`src/rtl/dbg_frame_packer.sv`:
```
`default_nettype none
// ============================================================================
// Module   : dbg_frame_packer
// Purpose  : Serialises tag + debug word into SOF/tag/data(MSB first)/checksum
//            byte frames for the write side of the debugger's async FIFO.
// Revision : 1.0
// ============================================================================
module dbg_frame_packer #(
    parameter int         WORD_WIDTH = 32,
    parameter logic [7:0] SOF_BYTE   = 8'hA5
) (
    input  logic                  clk_dst,
    input  logic                  wr_rst,
    input  logic                  in_valid,
    output logic                  in_ready,
    input  logic [7:0]            in_tag,
    input  logic [WORD_WIDTH-1:0] in_data,
    input  logic                  fifo_full,
    output logic                  fifo_wr_en,
    output logic [7:0]            fifo_wr_data,
    output logic                  busy,
    output logic [15:0]           frames_sent
);

    localparam int NB = WORD_WIDTH / 8;
    localparam int IW = (NB > 1) ? $clog2(NB) : 1;

    typedef enum logic [2:0] {
        S_IDLE = 3'd0,
        S_SOF  = 3'd1,
        S_TAG  = 3'd2,
        S_DATA = 3'd3,
        S_CHK  = 3'd4
    } state_t;

    state_t                r_state;
    logic [IW-1:0]         r_idx;
    logic [7:0]            r_tag;
    logic [WORD_WIDTH-1:0] r_data;
    logic [15:0]           r_frames;

    logic                  w_accept;
    logic [7:0]            w_sum;
    logic [7:0]            w_chk;
    logic [7:0]            w_data_byte;

    assign in_ready    = (r_state == S_IDLE) || ((r_state == S_CHK) && !fifo_full);
    assign fifo_wr_en  = (r_state != S_IDLE) && !fifo_full;
    assign w_accept    = in_valid && in_ready;
    assign busy        = (r_state != S_IDLE);
    assign frames_sent = r_frames;

    // Checksum is taken from the held word, so a new word captured during the
    // CHK write cannot disturb the byte being emitted.
    always_comb begin
        w_sum       = r_tag;
        w_data_byte = 8'h00;
        for (int i = 0; i < NB; i++) begin
            w_sum = w_sum + r_data[8*i +: 8];
            if (r_idx == IW'(NB - 1 - i)) begin
                w_data_byte = r_data[8*i +: 8];
            end
        end
        w_chk = 8'h00 - w_sum;
    end

    always_comb begin
        fifo_wr_data = 8'h00;
        case (r_state)
            S_SOF:   fifo_wr_data = SOF_BYTE;
            S_TAG:   fifo_wr_data = r_tag;
            S_DATA:  fifo_wr_data = w_data_byte;
            S_CHK:   fifo_wr_data = w_chk;
            default: fifo_wr_data = 8'h00;
        endcase
    end

    always_ff @(posedge clk_dst or posedge wr_rst) begin
        if (wr_rst) begin
            r_state  <= S_IDLE;
            r_idx    <= '0;
            r_tag    <= 8'h00;
            r_data   <= '0;
            r_frames <= 16'h0000;
        end else begin
            if (w_accept) begin
                r_tag  <= in_tag;
                r_data <= in_data;
            end
            if (r_state == S_IDLE) begin
                if (w_accept) begin
                    r_state <= S_SOF;
                end
            end else if (fifo_wr_en) begin
                case (r_state)
                    S_SOF: r_state <= S_TAG;
                    S_TAG: begin
                        r_state <= S_DATA;
                        r_idx   <= '0;
                    end
                    S_DATA: begin
                        if (r_idx == IW'(NB - 1)) begin
                            r_state <= S_CHK;
                        end else begin
                            r_idx <= r_idx + 1'b1;
                        end
                    end
                    S_CHK: begin
                        r_frames <= r_frames + 16'd1;
                        r_state  <= w_accept ? S_SOF : S_IDLE;
                    end
                    default: r_state <= S_IDLE;
                endcase
            end
        end
    end

endmodule
`default_nettype wire

```
`config.mk`:
```
export PLATFORM = sky130hd
export DESIGN_NAME = dbg_frame_packer
export DESIGN_NICKNAME = d
export VERILOG_FILES = /design/src/rtl/dbg_frame_packer.sv
export SDC_FILE = /design/constraint.sdc
export NUM_CORES = 1
export LEC_CHECK = 0
export BUFFER_PORTS_ARGS = -buffer_cell sky130_fd_sc_hd__buf_2
export CORE_MARGIN = 5
export CORE_UTILIZATION = 51
export CTS_CLUSTER_SIZE = 40
export DETAILED_ROUTE_END_ITERATION = 10
export PLACE_DENSITY = 0.8
export SYNTH_ARGS = -nofsm -noshare
export SYNTH_HDL_FRONTEND = slang
export SYNTH_SLANG_ARGS = --single-unit
export TNS_END_PERCENT = 20
```
`constraint.sdc`:
```
create_clock -name clk_dst -period 3.6 [get_ports clk_dst]
set_clock_uncertainty 0.1 [all_clocks]
set_input_delay 0.36 -clock clk_dst [delete_from_list [all_inputs] [get_ports clk_dst]]
set_output_delay 0.36 -clock clk_dst [all_outputs]
set_load 0.01 [all_outputs]
```
==> impl_results.rst <==
.. list-table::
   :header-rows: 1

   * - Metric
     - Value
   * - Fraction of layout instances using a drive strength above 1
     - approximately 38%
   * - Insertion delay of the later-clocked pin in the worst-skew pair
     - about 360 ps
   * - Element type at the critical path end
     - output pin
   * - Clock H-tree levels
     - 3
   * - Post-CTS setup-driven buffer insertion count
     - 0
   * - Post-DRT Antenna Nets
     - 0
   * - Total Routing Usage GR
     - about a fifth
   * - Final-report max-slew violation count
     - 0
   * - Highest-count cells in the layout ignoring fill and taps
     - 70 x sky130_fd_sc_hd__buf_2, 62 x sky130_fd_sc_hd__inv_1, 61 x sky130_fd_sc_hd__dfrtp_1
   * - Leading cell types by total area after synthesis
     - sky130_fd_sc_hd__dfrtp_1 39%, sky130_fd_sc_hd__mux2_2 12%, sky130_fd_sc_hd__fa_1 10%
   * - Number of top-level pins
     - 71
   * - Routed WL
     - about 9.1 mm
   * - Ys Warns
     - 0
   * - Number of cells produced by synthesis
     - 360
   * - Status
     - complete, but fails checks
   * - Footprint of the flip-flops and latches
     - approximately 1500 sq um
   * - Synthesized netlist net count
     - about 440
   * - Data arrival time at the worst-slack endpoint
     - roughly 3700 ps
   * - Detail Placement HPWL
     - 6.651 mm
   * - Chip Width
     - ~97 um
   * - Count of hold buffers inserted by post-cts repair
     - 0
   * - Gp weighted congestion
     - around 0.8
   * - Area Overhead vs Synth
     - 23.35%
   * - Total negative slack
     - -2194 ps
   * - Buffers on Ports
     - 70
   * - Finish-stage setup viols
     - 5
   * - Summed instance area of the synthesized netlist
     - ~3900 sq um
   * - FF+latch count, synth
     - ~60
   * - Worst-case setup slack after placement
     - -348.1 ps
   * - Slew Limit Headroom
     - between 40% and 50%
   * - TritonCTS clock tree
     - done
   * - TritonRoute pass-1 iters
     - 4
   * - Number of filler instances in the final layout
     - ~590
   * - Highest metal layer with signal wires
     - met4
   * - Share of the synthesized area in the top cell type
     - 39.24%
   * - Total number of clock tree sinks
     - 61
   * - Portion of the post-synthesis area used by sequential elements
     - about two fifths
   * - Async set-reset flop share out of synthesis
     - 100.0%
   * - Slew of the pin with the lowest slew margin
     - around 800 ps
   * - Data required time of the worst path
     - 3140 ps
   * - Number of inserted diodes
     - 0
   * - Total length of routed met2 wires
     - 4.411 mm
   * - Sum of routed wire segments on met1
     - 3.921 mm
   * - Critical-path maximum fanout
     - 2
   * - Type of the tightest min-delay check
     - input port to async pin
   * - Clock Tree Buf Depth
     - 2
   * - NumNets Final
     - roughly 540
   * - Most common cell after layout, fill and taps aside
     - sky130_fd_sc_hd__buf_2
   * - Metal3 WL
     - approximately 570 um
   * - Clock Pin Slew Worst Setup and Hold Paths
     - about 80 ps
   * - Worst hold slack across all endpoints
     - between 50 and 60 ps
   * - Post-detailed-route DRC marker count
     - 0
   * - Setup WS post-layout
     - -600.6 ps
   * - Violated checks
     - negative setup slack
   * - Die area
     - 9474 sq um
   * - Path type of the worst setup path
     - register to output pin
   * - Effective utilization at floorplan
     - 53.06%
   * - Number of enable-type register cells in the synthesized netlist
     - 0
   * - Max Clk Rate
     - between 200 and 250 MHz
   * - Minimum clock period
     - ~4200 ps
   * - Final Non-Filler Cells
     - about 560
   * - Number of distinct library cell variants in the gate-level netlist after synthesis
     - between 40 and 50
   * - Library cell occupying the most area in the post-synthesis netlist
     - sky130_fd_sc_hd__dfrtp_1
   * - Root buffer selected by CTS
     - sky130_fd_sc_hd__clkbuf_8
   * - Unrepaired setup endpoints after global routing
     - yes
   * - First-pass GRT wire length
     - approximately 15 mm
   * - Average cell area after synthesis
     - approximately 11 sq um
   * - Total CTS buffers
     - 9
   * - Number of hold violations in the final report
     - 0
   * - Overall die height
     - 97.34 um
   * - Number of cells after detailed placement
     - 543
   * - Final clock period utilization by the worst path
     - 116.7%
   * - Vias in the first global route
     - roughly 3200
   * - Via Count
     - a little under 3000
   * - Max capacitance violation total
     - 0
   * - Number of antenna violations at the first check in global routing
     - 0
   * - Drt initial violations
     - 175
   * - Area inside the core boundary
     - roughly 7300 sq um
   * - Leading register cell type out of synthesis
     - sky130_fd_sc_hd__dfrtp_1
   * - Type of element launching the critical path
     - register
   * - Site row count
     - 31
   * - Post-detailed-route via-to-cell ratio
     - 5.265
   * - Largest net degree at the start of global routing
     - 39
   * - Area taken by multi-input logic gates
     - about 2100 sq um
   * - Global-route congestion overflow total
     - 0
   * - Routed length per instance
     - 16.25 um
==> logic make-up after synthesis <==
| logic type | after synthesis | synth area share [%] |
|---|---|---|
| buffers and inverters | 82 | 8.298 |
| AND/OR/NAND/NOR | 57 | 8.427 |
| AO/OA/AOI/OAI | 56 | 10.10 |
| XOR/XNOR | 25 | 5.983 |
| flip-flops | 61 | 39.24 |
| adder cells (fa/ha/maj) | 38 | 16.08 |
| multiplexers | 41 | 11.87 |
==> Yosys cell counts (all sizes together), types with 2 or more instances <==
| master | n |
|---|---|
| nand4 | 4 |
| nand3 | 5 |
| ha | 18 |
| o21ai | 6 |
| a22o | 2 |
| nand2 | 17 |
| a21oi | 9 |
| xnor2 | 16 |
| mux2 | 41 |
| nor2b | 9 |
| and2 | 2 |
| xor2 | 8 |
| nand2b | 2 |
| nor2 | 7 |
| o22ai | 5 |
| a221oi | 7 |
| or3 | 2 |
| a211oi | 7 |
| a21o | 3 |
| fa | 20 |
| inv | 69 |
| buf | 7 |
| a22oi | 7 |
| o211ai | 2 |
| nor3 | 2 |
| clkbuf | 6 |
| o311ai | 2 |
| and3 | 3 |
| dfrtp | 61 |
==> metrics by stage <==
stage                     utilization (%)  cell area (sq um)
final                               65.45               4798
after floorplan                         -               3918
after global routing                65.45               4798
after CTS                           65.06               4770
after detailed placement            61.80               4531
after global placement              61.80               4531
==> area by class of cell <==
class	count	share of cell area [%]
sequential	61	31.81
multi-input combinational	217	44.04
inverter	69	5.398
clock buffer	9	2.581
tap	99	2.581
clock inverter	7	2.060
timing repair buffer	97	11.53
==> state kept, by name (all words and copies together), names as in the netlist <==
signal       flops
r_data          32
frames_sent     16
r_tag            8
r_state          3
r_idx            2
==> repair_timing <==
action	4_1_cts	5_1_grt
resized for setup	7	6
pin swaps	8	6
endpoints found under the hold margin	0	0
endpoints found under the setup margin	5	5
==> final timing paths <==
check	slack, ps	from	to	depth (start not counted)
setup / recovery	-600	r_tag[2]$_DFFE_PP0P_	fifo_wr_data[6]	14
hold / removal	50	wr_rst	frames_sent[1]$_DFFE_PP0P_	2
setup reg to reg	970	r_state[0]$_DFFE_PP0P_	r_data[3]$_DFFE_PP0P_	5
hold reg to reg	380	frames_sent[15]$_DFFE_PP0P_	frames_sent[15]$_DFFE_PP0P_	1
max in group asynchronous	2520	wr_rst	r_tag[4]$_DFFE_PP0P_	3
min in group clk_dst	130	in_data[27]	r_data[27]$_DFFE_PP0P_	2
==> routing by layer <==
metal / GRT usage [%] / vias to the layer above
li1: - / 1388
met1: 26.30 / 1447
met2: 32.38 / 93
met3: 4.738 / 15
met4: 8.946 / 0
met5: 0 / -
==> worst max-delay path, stage by stage (launching register included) <==
cell,delay (ps)
sky130_fd_sc_hd__dfrtp_1,370
sky130_fd_sc_hd__inv_2,50
sky130_fd_sc_hd__fa_1,500
sky130_fd_sc_hd__fa_1,500
sky130_fd_sc_hd__inv_1,50
sky130_fd_sc_hd__fa_1,490
sky130_fd_sc_hd__inv_2,50
sky130_fd_sc_hd__ha_4,160
sky130_fd_sc_hd__fa_2,360
sky130_fd_sc_hd__a21o_1,180
sky130_fd_sc_hd__a21oi_2,130
sky130_fd_sc_hd__xnor2_1,130
sky130_fd_sc_hd__a22oi_1,90
sky130_fd_sc_hd__o22ai_2,180
sky130_fd_sc_hd__buf_2,160
Power is left out: the tool's default activity adds up to more than one toggle a clock period on the data nets, which glitch-free logic cannot reach.
